### src/rtl/demux_deser_pkg.sv
// Shared encodings for the demux deserializer: output-port state and channel ids.
package demux_deser_pkg;

    typedef enum logic {
        ST_EMPTY = 1'b0,
        ST_FULL  = 1'b1
    } out_state_e;

    typedef enum logic {
        CH0 = 1'b0,
        CH1 = 1'b1
    } chan_id_e;

endpackage

### src/rtl/demux_deser_chan.sv
// One deserializer channel: shift register, bit counter and a one-entry valid/ready output port.
// Bit order is selected by DEMUX_DESER_MSB_FIRST_EN (undefined: first bit lands in bit 0).
module demux_deser_chan
    import demux_deser_pkg::*;
#(
    parameter int WIDTH = 8
) (
    input  logic             clk,
    input  logic             rst,
    input  logic             bit_valid_i,
    input  logic             bit_i,
    input  logic             out_ready_i,
    output logic [WIDTH-1:0] out_data_o,
    output logic             out_valid_o,
    output logic             ovf_o
);

    localparam int CNT_W = $clog2(WIDTH);
    localparam logic [CNT_W-1:0] LAST = CNT_W'(WIDTH - 1);

    // Handshake: a word transfers on any edge where out_valid_o && out_ready_i.
    // out_valid_o is the output state itself (ST_FULL), so the port state is always visible.
    logic [WIDTH-1:0] shift_q, shift_d;
    logic [CNT_W-1:0] cnt_q, cnt_d;
    logic [WIDTH-1:0] data_q;
    logic             ovf_q;
    out_state_e       state_q;
    logic             complete;
    logic             drain;

    always_comb begin
        shift_d = shift_q;
        cnt_d   = cnt_q;
        if (bit_valid_i) begin
`ifdef DEMUX_DESER_MSB_FIRST_EN
            shift_d = {shift_q[WIDTH-2:0], bit_i};
`else
            shift_d = {bit_i, shift_q[WIDTH-1:1]};
`endif
            cnt_d = (cnt_q == LAST) ? '0 : cnt_q + 1'b1;
        end
    end

    assign complete = bit_valid_i && (cnt_q == LAST);
    assign drain    = (state_q == ST_FULL) && out_ready_i;

    always_ff @(posedge clk) begin
        if (rst) begin
            shift_q <= '0;
            cnt_q   <= '0;
            data_q  <= '0;
            ovf_q   <= 1'b0;
            state_q <= ST_EMPTY;
        end else begin
            shift_q <= shift_d;
            cnt_q   <= cnt_d;
            ovf_q   <= 1'b0;
            case (state_q)
                ST_EMPTY: begin
                    if (complete) begin
                        data_q  <= shift_d;
                        state_q <= ST_FULL;
                    end
                end
                ST_FULL: begin
                    // The held word wins over a new one unless it leaves this same edge.
                    if (complete && drain) begin
                        data_q <= shift_d;
                    end else if (complete) begin
                        ovf_q <= 1'b1;
                    end else if (drain) begin
                        state_q <= ST_EMPTY;
                    end
                end
            endcase
        end
    end

    assign out_data_o  = data_q;
    assign out_valid_o = (state_q == ST_FULL);
    assign ovf_o       = ovf_q;

endmodule

### src/rtl/demux_chan_deser.sv
// Top level: decodes demux enable/select into per-channel bit strobes and packs each channel into words.
// Optional DEMUX_DESER_MSB_FIRST_EN selects MSB-first packing inside the channels.
module demux_chan_deser
    import demux_deser_pkg::*;
#(
    parameter int WIDTH = 8
) (
    input  logic             clk,
    input  logic             rst,
    input  logic             e,
    input  logic             s,
    input  logic             i0,
    input  logic             i1,
    output logic [WIDTH-1:0] out_data0,
    output logic             out_valid0,
    input  logic             out_ready0,
    output logic [WIDTH-1:0] out_data1,
    output logic             out_valid1,
    input  logic             out_ready1,
    output logic             ovf0,
    output logic             ovf1
);

    logic bit_valid0;
    logic bit_valid1;

    assign bit_valid0 = e && (s == CH0);
    assign bit_valid1 = e && (s == CH1);

    demux_deser_chan #(.WIDTH(WIDTH)) u_chan0 (
        .clk         (clk),
        .rst         (rst),
        .bit_valid_i (bit_valid0),
        .bit_i       (i0),
        .out_ready_i (out_ready0),
        .out_data_o  (out_data0),
        .out_valid_o (out_valid0),
        .ovf_o       (ovf0)
    );

    demux_deser_chan #(.WIDTH(WIDTH)) u_chan1 (
        .clk         (clk),
        .rst         (rst),
        .bit_valid_i (bit_valid1),
        .bit_i       (i1),
        .out_ready_i (out_ready1),
        .out_data_o  (out_data1),
        .out_valid_o (out_valid1),
        .ovf_o       (ovf1)
    );

endmodule
### config.mk
export PLATFORM = sky130hd
export DESIGN_NAME = demux_chan_deser
export DESIGN_NICKNAME = d
export VERILOG_FILES = /design/src/rtl/demux_deser_pkg.sv /design/src/rtl/demux_deser_chan.sv /design/src/rtl/demux_chan_deser.sv
export SDC_FILE = /design/constraint.sdc
export NUM_CORES = 1
export LEC_CHECK = 0
export CORE_ASPECT_RATIO = 0.6
export CORE_MARGIN = 4
export CORE_UTILIZATION = 45
export CTS_CLUSTER_SIZE = 8
export DETAILED_ROUTE_END_ITERATION = 8
export DONT_BUFFER_PORTS = 1
export PLACE_DENSITY = 0.63
export SYNTH_ARGS = -nofsm -noshare
export SYNTH_HDL_FRONTEND = slang
export SYNTH_HIERARCHICAL = 1
export SYNTH_SLANG_ARGS = --single-unit
### constraint.sdc
create_clock -name clk -period 3.1 [get_ports clk]
set_clock_uncertainty 0.15 [all_clocks]
set_input_delay 0.62 -clock clk [delete_from_list [all_inputs] [get_ports clk]]
set_output_delay 0.62 -clock clk [all_outputs]
set_load 0.02 [all_outputs]
# --- Word level (Yosys, flattened, before mapping) ---
# Index checks and enable logic that the tools add are counted.
op_classes:
  n_eq_ne: 6
  bitwise_logic: 3
  div: 0
  shift: 0
  n_reduce_logical: 12
  n_mux: 20
  n_addsub: 2
  mul: 0
  magnitude_cmp: 0
ops:
  columns: ["cell", "n"]
  rows:
  - ["8-bit two-way mux", 6]
  - ["8-bit case mux with 2 select lines", 2]
  - ["1-bit logical AND", 8]
  - ["1-bit two-way mux", 8]
  - ["3-bit by 1-bit adder with 3-bit output, second input constant", 2]
  - ["3-bit == test, second input constant", 2]
  - ["3-bit two-way mux", 2]
  - ["3-bit OR reduction", 2]
  - ["2-bit by 1-bit inequality test with 1-bit output, second input constant", 2]
  - ["2-bit inequality test, second input constant", 2]
  - ["1-bit case mux with 2 select lines", 2]
  - ["2-bit AND reduction", 2]
  - ["1-bit NOT", 3]
word_totals:
  out_inout_bits: 20
  inputBits: 8
  latch_bits: 0
  ff_bits: 42
  mem_bits_ro: 0
  ram_bits: 0
  mem_count: 0
  wordCells: 53

# --- Longest topological paths before layout ---
# Gate-level depths: netlist of the first run.
logic_depth:
  depth_word: 6
  ltp_mapped: 6
  mapped_depth_nobuf: 5

# --- Hierarchy ---
# The synthesis of the first run kept the hierarchy.
modules_own_cells:
  columns: ["mod", "cells_each", "seq_area_each_um2", "area_each_um2", "instances"]
  rows:
  - ["demux_deser_chan", 82, 420.4, 807.0, 2]
  - ["demux_chan_deser", 2, 0.0, 16.3, 1]

# --- Worst setup path before layout of the first run ---
# OpenSTA, ideal clock, no wires.
synth_timing:
  kind: "input to register"
  startpoint: "in s"
  endpoint: "reg u_chan0.data_q[0], in the netlist u_chan0/out_data_o[0]"
  t_arrival_ns: 1.606
  n_path_buf: 2
  setup_slack_ns: 1.273
  required_time_ns: 2.880
  setup_ns: 0.070
  stages: 6
  path_cell_list: "and2b_2 > buf_4 > buf_12 > mux2i_1 > or3_1 > a21oi_1"
synth_via:
  elab_chain_len: 6
  word_cells_on_any_way: 11
  cone_classes: "eq/ne: 2; mux: 4; bitwise: 1; reduce/logical: 4"
synth_lines:
  columns: ["element", "line", "rtl"]
  rows:
  - ["start: declaration", "demux_chan_deser.sv:11", "input logic s,"]
  - ["1-bit NOT (*)", "demux_chan_deser.sv:27", "assign bit_valid0 = e && (s == CH0);"]
  - ["1-bit logical AND (*)", "demux_chan_deser.sv:27", null]
  - ["1-bit logical AND", "demux_deser_chan.sv:44", "assign complete = bit_valid_i && (cnt_q == LAST);"]
  - ["1-bit logical AND", "demux_deser_chan.sv:67", "if (complete && drain) begin"]
  - ["2-bit inequality test (no line)", null, null]
  - ["2-bit AND reduction (no line)", null, null]
  - ["end signal: assignment", "demux_deser_chan.sv:61", "data_q <= shift_d;"]
  - ["end signal: assignment", "demux_deser_chan.sv:68", "data_q <= shift_d;"]
  - ["end: declaration", "demux_deser_chan.sv:25", "logic [WIDTH-1:0] data_q;"]
# Mark *: on every way between the ends. The rest lies on a longest branch, timed or not. The select of a mux whose other input is x is not followed.
# A chain may end at the register's enable or synchronous reset.

# --- Final worst setup path of the first run ---
layout_timing:
  startpoint: "in s"
  endpoint: "reg u_chan0.data_q[4], in the netlist u_chan0/out_data_o[4]"
# Same word-level chain as after synthesis.

==> run_results.csv, run 1 <==
group,metric,value,unit
worst_setup_path,crit-reg2reg-capture,"u_chan1/out_data_o[1]",
placement,gp_congestion,0.740,
worst_setup_path,endpoint_kind,"register",
yosys,synthCells,166,
sta,setup_viol,0,
yosys,synth-seq-area-share,51.6,%
route,routed_wl,3010,um
finish,nets,173,
power_and_ir_drop,peakVddDrop,0.244,mV
power_and_ir_drop,power_switching_share,20.1,%
placement,pre_cts_ws,0.871,ns
placement,place_hpwl,2040,um
sta,post-route-period-util,62.8,%
clocking,post_cts_buffers,0,
worst_setup_path,criticalPathCategory,"primary input to register",
route,initialDrtViolationCount,76,
hold_path,hold_class,"primary input to register",
power_and_ir_drop,p_leak,0.613,nW
yosys,ys_warn_count,6,
route,routed_via_density,5.27,
power_and_ir_drop,power.density,580,nW/um^2
worst_setup_path,crit_arrival,2.02,ns
yosys,syn_avg_cell_area,9.82,sq um
sta,holdWs,0.238,ns
route,final_antenna_net_count,0,
worst_setup_path,cp_slowest_cell,"or3_1",
power_and_ir_drop,clockPowerShare,42.5,%
worst_setup_path,path_max_fanout,18,
power_and_ir_drop,combPwrFrac,2.4,%
sta,tightest_slew,0.482,ns
global_route,grt_usage,14.1,%
hold_path,whs_path_depth,1,
sta,hold_viol_final,0,
clocking,clk_pin_slew,0.08,ns
floorplan,die_w,85.7,um
finish,final_util,50.8,%
yosys,synth.distinct_cells,19,
clocking,clock-sinks,42,
yosys,ys_async_sr_fraction,0,%
clocking,cts_hold_buf,0,
floorplan,std_cell_rows,16,
power_and_ir_drop,power.total,0.991,mW
power_and_ir_drop,power_frac_seq,55.2,%
yosys,synth_area_leaders,"dfxtp_1, mux2i_1, a21oi_1, or3_1, nor2_1",
global_route,antenna_found_initial,0,
yosys,yosys.area.top_type,"dfxtp_1",
hold_path,hp-start,"rst",
clocking,clockBufferDepth,2,
clocking,clock_latency,0.29,ns
floorplan,dieArea,4680,sq um
sta,rsz0062_at_grt,"no",
finish,area_growth,4.76,%
route,drcViolationCount,0,
run_status,status,"finished clean",
worst_setup_path,worst-r2r-setup-slack,1.30,ns
floorplan,start_util,48.5,%
sta,min_period,1.95,ns
finish,drive_gt1_share,7.41,%
global_route,grt_first_pass_wirelength,4850,um
worst_setup_path,cp_cell_sequence,"and2b_2, nand2_1, or3_1, a21oi_1",
sta,timing.fmax,0.514,GHz
clocking,cts_root_buffer,"clkbuf_8",
clocking,cts_tree,"yes",
power_and_ir_drop,intPower,0.792,mW
worst_setup_path,rr_startpoint,"u_chan1/cnt_q[0]",
yosys,syn-num-nets,178,
flow_run,cap_viol_max_count,0,
finish,n_antenna_cell,0,
worst_setup_path,startpoint_type,"primary input",
route,via_count,1090,
clocking,cts_buffers,5,
yosys,yosysMostFrequentCell,"dfxtp_1",
yosys,synth_edf_count,0,
sta,postLayoutSetupSlackWorst,1.15,ns
route,wire_per_inst,14.5,um
worst_setup_path,cp_data_required_time,3.17,ns
worst_setup_path,reg2regPathDepth,5,
clocking,cts_resized,0,
yosys,synth_top_area_share,51.6,%
global_route,grt_max_degree,43,
sta,timing.setup.tns,0,ns
global_route,first_global_vias,1008,
yosys,netlist_top_cells_count,"dfxtp_1, nor2_1, a21oi_1, mux2i_1",
sta,relSlewSlack,67.8,%
clocking,h-tree-depth,2,
global_route,overflow,0,
yosys,ys.flop_type,"dfxtp_1",
floorplan,die_y,54.6,um
placement,io_buffers,0,
hold_path,min_to,"u_chan1/out_data_o[4]",
yosys,synth-seq-cells,42,
sta,finalMaxSlewViolations,0,
route,dr.pass1.iters,4,
floorplan,pin_count,28,
yosys,synthesis.area,1630,sq um
worst_setup_path,cp_slowest_stage_delay,0.46,ns
power_and_ir_drop,netSwitchingPower,0.199,mW
floorplan,coreArea,3360,sq um
-- cell type report --
type,instances,area [sq um]
flip-flops and latches,42,841
well taps,45,56.3
inverters,2,7.51
multi-input cells,110,694
clock inverters,3,40.0
clock buffers,5,68.8
fillers,330,1660
-- per-layer routing --
metal | GRT usage, % | share of wire [%] | up-vias
met4 | 8.68 | 1.5 | 0
met1 | 17.4 | 51 | 494
met3 | 6.02 | 6.9 | 6
li1 | - | - | 562
met2 | 20.5 | 40 | 28
met5 | 0 | 0 | -
-- kinds of logic after synthesis --
group,count (synthesis),share of synthesized area [%]
AND/OR/NAND/NOR,50,16.2
AO/OA/AOI/OAI,36,11.1
multiplexers,20,12.3
adder cells (fa/ha/maj),4,3.07
buffers and inverters,14,5.83
flip-flops,42,51.6
-- registers in the layout (all words and copies together), names as in the netlist --
name	count
u_chan1/out_valid_o	1
u_chan1/ovf_o	1
u_chan0/out_data_o	8
u_chan0/ovf_o	1
u_chan1/cnt_q	3
u_chan0/cnt_q	3
u_chan0/shift_q	8
u_chan1/out_data_o	8
u_chan0/out_valid_o	1
u_chan1/shift_q	8
-- worst max-delay path: cells and delay by family --
kind,cells,cell delay [ns]
AO/OA/AOI/OAI,1,0.14
AND/OR/NAND/NOR,3,1.25
-- power by group through the flow --
stage	sequential, mW	combinational, mW	clock [mW]
after floorplan	0.558	0.0340	0
after global placement	0.559	0.0226	0
after detailed placement	0.559	0.0232	0
after CTS	0.546	0.0233	0.435
after global routing	0.547	0.0263	0.458
final	0.546	0.0233	0.421
-- how the worst max path moves through the flow --
stage | from | slack, ns | to
2_1_floorplan | s | 1.27 | u_chan0/out_data_o[0]
3_3_place_gp | s | 0.94 | u_chan0/out_data_o[0]
3_5_place_dp | s | 0.87 | u_chan0/out_data_o[4]
4_1_cts | s | 1.17 | u_chan0/out_data_o[4]
5_1_grt | s | 1.04 | u_chan0/out_data_o[4]
6_report | s | 1.15 | u_chan0/out_data_o[4]
-- layout by cell type (no fill, tap or decap), drive strengths merged --
cell / count
nand2: 2
clkinv: 2
ha: 4
inv: 2
nor2: 22
clkbuf: 5
dfxtp: 42
bufinv: 1
or2b: 2
nor3: 2
nor2b: 2
nor3b: 2
or3: 16
mux2i: 20
and2: 1
a21oi: 20
and2b: 1
o21ai: 16
-- metrics by stage --
step / instance area, sq um / std cells
after global routing: 1710 / 207
after CTS: 1710 / 207
after detailed placement: 1600 / 199
after global placement: 1600 / 199
final: 1710 / 207
after floorplan: 1630 / 166
Power figures use the tool's default switching activity.
==> run 2: changes to the inputs <==
--- a/config.mk
+++ b/config.mk
@@ -5,6 +5,7 @@
 export SDC_FILE = /design/constraint.sdc
 export NUM_CORES = 1
 export LEC_CHECK = 0
+export ABC_AREA = 1
 export CORE_ASPECT_RATIO = 0.6
 export CORE_MARGIN = 4
 export CORE_UTILIZATION = 45
==> constraint.sdc (replaced) <==
create_clock -name clk -period 2 [get_ports clk]
set_clock_uncertainty 0.15 [all_clocks]
set_input_delay 0.4 -clock clk [delete_from_list [all_inputs] [get_ports clk]]
set_output_delay 0.4 -clock clk [all_outputs]
set_load 0.02 [all_outputs]
==> run 2 against run 1 <==
Non-clock buffer count grew 2. Register-to-register slack worse by 0.92 ns. Synthesized area is 3.3% higher. Cell area is 6.4% higher. Largest cell class unchanged. Sequential power is 60% higher. Critical path depth is 3 higher. Global-route usage fell by 0.82 points. Utilization up 2.3 points. Combinational power grew to 5.0 times the previous value. Count of clock-buffer cells in the layout is 1 higher. Synthesized cell count rose by 45%.
==> run_results.csv, run 2 <==
group,metric,value,unit
run_status,status,"finished clean",
worst_setup_path,endpoint_kind,"register",
yosys,yosysMostFrequentCell,"nand2_1",
flow_run,cap_viol_max_count,0,
finish,multi_input_area,696,sq um
worst_setup_path,startpoint_type,"register",
worst_setup_path,path_max_fanout,16,
clocking,post_cts_buffers,0,
clocking,cts_buffers,5,
route,drcViolationCount,0,
power_and_ir_drop,p_leak,0.862,nW
yosys,synth_top_family_by_area,"simple AND/OR/NAND/NOR gates",
yosys,synth_top_area_share,49.9,%
yosys,syn-num-nets,252,
global_route,grt_usage,13.3,%
floorplan,std_cell_rows,16,
placement,place_hpwl,2070,um
yosys,synth_compound_area_share,4.31,%
route,routed_via_density,4.44,
hold_path,hold_class,"primary input to register",
sta,hold_viol_final,0,
clocking,cts_tree,"yes",
sta,tightest_slew,0.420,ns
worst_setup_path,criticalPathCategory,"register to register",
yosys,ys_warn_count,6,
clocking,cts_root_buffer,"clkbuf_8",
clocking,h-tree-depth,2,
floorplan,die_w,87.0,um
yosys,syn_avg_cell_area,7.02,sq um
worst_setup_path,cp_slowest_stage_delay,0.36,ns
placement,pre_cts_ws,0.391,ns
finish,nets,253,
clocking,cts_hold_buf,0,
clocking,clk_pin_slew,0.08,ns
yosys,synth_edf_count,0,
yosys,synthAdderAreaFrac,2.97,%
yosys,yosys.area.top_type,"dfxtp_1",
sta,post-route-period-util,81.1,%
worst_setup_path,crit_arrival,1.66,ns
power_and_ir_drop,power.density,914,nW/um^2
yosys,synthesis.area,1680,sq um
placement,gp_congestion,0.792,
clocking,clock_latency,0.29,ns
placement,dpl.cell_count,279,
yosys,ys.flop_type,"dfxtp_1",
worst_setup_path,path_delay_family,"flip-flops",
floorplan,dieArea,4820,sq um
sta,relSlewSlack,71.9,%
yosys,synth_area_leaders,"dfxtp_1, nand2_1, nor2_1, inv_1, ha_1",
clocking,clock-sinks,42,
route,dr.pass1.iters,4,
route,wire_per_inst,10.7,um
route,via_count,1271,
yosys,synth-seq-area-share,49.9,%
floorplan,coreArea,3420,sq um
finish,final_common_cell,"nand2_1",
floorplan,pin_count,28,
sta,holdWs,0.0164,ns
global_route,grt_max_degree,25,
worst_setup_path,critPathBufInv,0,
yosys,synth_xor_area_share,0,%
yosys,ys_async_sr_fraction,0,%
clocking,cts_resized,0,
global_route,first_global_vias,1087,
worst_setup_path,worst-r2r-setup-slack,0.38,ns
yosys,synth_mux_area_share,0,%
route,initialDrtViolationCount,71,
route,routed_wl,3070,um
global_route,grt_first_pass_wirelength,5080,um
finish,fillCellCount,351,
worst_setup_path,cp_data_required_time,2.04,ns
sta,timing.fmax,0.617,GHz
finish,drive_gt1_share,5.81,%
finish,n_antenna_cell,0,
floorplan,die_y,55.4,um
global_route,overflow,0,
global_route,antenna_found_initial,0,
yosys,synth-seq-cells,42,
worst_setup_path,cp_cell_sequence,"ha_1, ha_1, nand2_2, a21oi_4, nand2_1, nand2_1, nor2_1",
sta,min_period,1.62,ns
yosys,synth.distinct_cells,15,
power_and_ir_drop,peakVddDrop,0.442,mV
yosys,yosys.area_share.simple,34.0,%
finish,final_cell_mix,"nand2_1, nor2_1, dfxtp_1",
sta,finalMaxSlewViolations,0,
sta,postLayoutSetupSlackWorst,0.378,ns
sta,timing.setup.tns,0,ns
worst_setup_path,cp_slowest_cell,"dfxtp_1",
route,final_antenna_net_count,0,
yosys,synthCells,240,
finish,final_cells,286,
placement,io_buffers,0,
clocking,clockBufferDepth,2,
finish,area_growth,7.95,%
yosys,netlist_top_cells_count,"nand2_1, nor2_1, dfxtp_1, inv_1",
sta,rsz0062_at_grt,"no",
finish,regArea,841,sq um
floorplan,start_util,49.2,%
sta,setup_viol,0,
[run 2: cell types whose count changed after synthesis, moves of 4 or more]
cell,change
a21oi_1,-16
nand2_1,+85
or3_1,-16
nor2_1,+36
o21ai_0,-12
mux2i_1,-20
inv_1,+22
clkbuf_1,-4
[run 2: cell families (layout without fill, tap and decap cells)]
family,count (synthesis),count (layout)
flops,42,42
fa+ha+maj,4,4
buf+inv,34,35
simple gates,150,150
compound gates,10,10
[run 2: layout make-up]
class	count	share of cell area, %
clock buffers	6	4.54
inverters	26	5.37
clock inverters	1	1.65
repair buffers	2	0.826
multi-input cells	164	38.3
well taps	45	3.10
flip-flops and latches	42	46.2
[run 2: per-layer routing]
| layer | GRT usage (%) | up-vias | share of wire, % |
|---|---|---|---|
| li1 | - | 708 | - |
| met1 | 19.0 | 528 | 56 |
| met2 | 16.2 | 31 | 36 |
| met3 | 6.39 | 4 | 7.4 |
| met4 | 6.00 | 0 | 1.1 |
| met5 | 0 | - | 0 |
[run 2: stage by stage]
| step | power, mW | cell area [sq um] | util, % |
|---|---|---|---|
| 5_1_grt | 1.74 | 1820 | 53.1 |
| 6_report | 1.66 | 1820 | 53.1 |
| 4_1_cts | 1.68 | 1820 | 53.1 |
| 2_1_floorplan | 0.992 | 1680 | - |
| 3_5_place_dp | 1.01 | 1710 | 49.8 |
| 3_3_place_gp | 1.01 | 1710 | 49.8 |
[run 2: path summary, 6_finish.rpt]
kind | from | end | depth (start not counted)
max | u_chan1/cnt_q[0] | u_chan1/out_data_o[6] | 7
min | rst | u_chan1/cnt_q[0] | 1
max reg2reg | u_chan1/cnt_q[0] | u_chan1/out_data_o[6] | 7
min reg2reg | u_chan1/cnt_q[0] | u_chan1/cnt_q[0] | 2
[run 2: worst register-to-register path: cells and delay by family, from the launching register on]
kind            cells  cell delay (ns)
flops               1             0.36
compound gates      1             0.36
fa+ha+maj           2             0.34
simple gates        4             0.32
[run 2: report_power, final]
| group | switching [mW] | internal, mW | total (mW) |
|---|---|---|---|
| sequential | 0.0101 | 0.865 | 0.875 |
| clock | 0.273 | 0.399 | 0.672 |
| combinational | 0.0767 | 0.0392 | 0.116 |
| total | 0.359 | 1.30 | 1.66 |
==> run 3: changes to the inputs <==
--- a/config.mk
+++ b/config.mk
@@ -12,7 +12,7 @@
 export CTS_CLUSTER_SIZE = 8
 export DETAILED_ROUTE_END_ITERATION = 8
 export DONT_BUFFER_PORTS = 1
-export PLACE_DENSITY = 0.63
+export PLACE_DENSITY = 0.65
 export SYNTH_ARGS = -nofsm -noshare
 export SYNTH_HDL_FRONTEND = slang
 export SYNTH_HIERARCHICAL = 1
==> constraint.sdc (replaced) <==
create_clock -name clk -period 1.4 [get_ports clk]
set_clock_uncertainty 0.15 [all_clocks]
set_input_delay 0.28 -clock clk [delete_from_list [all_inputs] [get_ports clk]]
set_output_delay 0.28 -clock clk [all_outputs]
set_load 0.02 [all_outputs]
==> run 3 against run 2 <==
The flow now finishes with violations (negative setup slack). Power increased by 37%. Sequential share of layout area is 4.6 points lower. Flip-flop and latch count did not move. Utilization grew 6.2 points. Die area unchanged.
==> run_results.csv, run 3 (synthesis results as in run 2) <==
group,metric,value,unit
floorplan,dieArea,4820,sq um
clocking,clk_pin_slew,0.08,ns
worst_setup_path,cp_data_required_time,1.44,ns
route,via_count,1367,
finish,final_cell_mix,"nand2_1, nor2_1, dfxtp_1",
finish,postLayoutCellArea,2030,sq um
clocking,clock_latency,0.29,ns
placement,post_dp_cell_area,1840,sq um
worst_setup_path,crit_arrival,1.46,ns
clocking,clock-sinks,42,
floorplan,start_util,49.2,%
sta,postLayoutSetupSlackWorst,-0.0154,ns
worst_setup_path,rr_startpoint,"u_chan0/cnt_q[0]",
placement,place_hpwl,2270,um
finish,final_common_cell,"nand2_1",
sta,post-route-period-util,101,%
clocking,clockBufferDepth,2,
hold_path,hp-start,"out_ready0",
sta,tightest_slew,0.653,ns
finish,n_antenna_cell,0,
route,routed_wl,3370,um
route,routedLengthMet1,1860,um
power_and_ir_drop,power.density,1130,nW/um^2
sta,rsz0062_at_grt,"yes",
route,wire_per_inst,11.2,um
finish,drive_gt1_share,16.1,%
finish,area_growth,20.5,%
worst_setup_path,criticalPathCategory,"register to register",
sta,setup_viol,3,
floorplan,coreArea,3420,sq um
power_and_ir_drop,power.total,2.28,mW
clocking,cts_root_buffer,"clkbuf_8",
worst_setup_path,path_max_fanout,16,
floorplan,die_w,87.0,um
finish,final_util,59.3,%
run_status,violations,"negative setup slack",
worst_setup_path,crit-reg2reg-capture,"u_chan0/out_data_o[4]",
floorplan,die_y,55.4,um
worst_setup_path,reg2regPathDepth,8,
placement,dpl.cell_count,287,
worst_setup_path,startpoint_type,"register",
clocking,cts_buffers,5,
worst_setup_path,worst-r2r-setup-slack,-0.02,ns
global_route,antenna_found_initial,0,
finish,nets,266,
global_route,grt_first_pass_wirelength,5760,um
sta,hold_viol_final,0,
power_and_ir_drop,p_leak,0.952,nW
placement,gp_congestion,0.764,
flow_run,cap_viol_max_count,0,
placement,io_buffers,0,
floorplan,pin_count,28,
clocking,cts_tree,"yes",
route,initialDrtViolationCount,69,
floorplan,std_cell_rows,16,
hold_path,whs_path_depth,3,
route,dr.max_layer_used,"met4",
sta,relSlewSlack,56.5,%
route,dr.pass1.iters,4,
sta,timing.setup.tns,-0.0195,ns
global_route,first_global_vias,1268,
sta,min_period,1.42,ns
finish,final_cells,300,
global_route,grt_max_degree,19,
route,met3_length,240,um
finish,fillCellCount,326,
sta,finalMaxSlewViolations,0,
power_and_ir_drop,peakVddDrop,0.583,mV
hold_path,hold_class,"primary input to register",
worst_setup_path,endpoint_kind,"register",
route,drcViolationCount,0,
route,wl_met2,1220,um
route,final_antenna_net_count,0,
hold_path,min_to,"u_chan0/ovf_o",
global_route,overflow,0,
run_status,status,"complete, but fails checks",
route,routed_via_density,4.56,
global_route,grt_usage,15.2,%
clocking,h-tree-depth,2,
sta,timing.fmax,0.707,GHz
[run 3: cell count changes in the layout (fill, tap and decap cells not counted), moves of 3 or more]
cell,previous run,this run
buf_4,2,7
dfxtp_2,0,4
ha_4,0,4
nand2_1,87,82
inv_2,0,3
dlygate4sd3_1,0,4
ha_1,4,0
dfxtp_1,42,38
nand2_2,2,5
inv_1,24,21
[run 3: final cells by class]
class	count	area, sq um	area share (%)
inverter	26	97.6	4.81
timing repair buffer	15	156	7.71
clock buffer	6	82.6	4.07
sequential	42	846	41.7
clock inverter	2	12.5	0.617
multi-input combinational	164	778	38.3
tap	45	56.3	2.77
[run 3: worst max-delay path by stage]
| stage | cells past startpoint | slack (ns) | startpoint | end |
|---|---|---|---|---|
| after detailed placement | 8 | -0.01 | u_chan0/cnt_q[1] | u_chan0/out_data_o[4] |
| after global placement | 8 | -0.007 | u_chan0/cnt_q[0] | u_chan0/out_data_o[4] |
| after floorplan | 8 | 0.02 | u_chan0/cnt_q[0] | u_chan0/out_data_o[3] |
| final | 8 | -0.02 | u_chan0/cnt_q[0] | u_chan0/out_data_o[4] |
| after global routing | 8 | -0.08 | u_chan0/cnt_q[0] | u_chan0/out_data_o[4] |
| after CTS | 8 | -0.02 | u_chan0/cnt_q[0] | u_chan0/out_data_o[4] |
[run 3: critical path, cell delays in order (launching register included)]
cell	delay [ns]
dfxtp_2	0.37
ha_4	0.15
ha_4	0.14
nand2_4	0.06
a21oi_4	0.13
buf_12	0.15
nand2_1	0.06
nand2_1	0.06
nor2_1	0.05
[run 3: power by group]
part	switching [mW]	internal, mW
Combinational	0.130	0.0782
Clock	0.423	0.397
Sequential	0.0195	1.24
Total	0.573	1.71
[run 3: metal layers]
| layer | vias up | global-route usage, % |
|---|---|---|
| li1 | 738 | - |
| met1 | 589 | 22.9 |
| met2 | 35 | 19.2 |
| met3 | 5 | 5.05 |
| met4 | 0 | 6.00 |
| met5 | - | 0 |
[run 3: metrics by stage]
step | hold slack, ns | setup WS (ns)
4_1_cts | 0.0517 | -0.0237
3_3_place_gp | 0.194 | -0.00677
2_1_floorplan | 0.208 | 0.0181
5_1_grt | 0.0755 | -0.0846
6_report | 0.0629 | -0.0154
3_5_place_dp | 0.199 | -0.0100
[run 3: repair_timing]
action / CTS / global route
hold buffers: 5 / 0
gates resized for setup: 4 / 13
gates cloned: 0 / 0
setup endpoints to repair: 13 / 28
pin swaps: 0 / 2
setup buffers: 0 / 0
hold endpoints to repair: 22 / 0
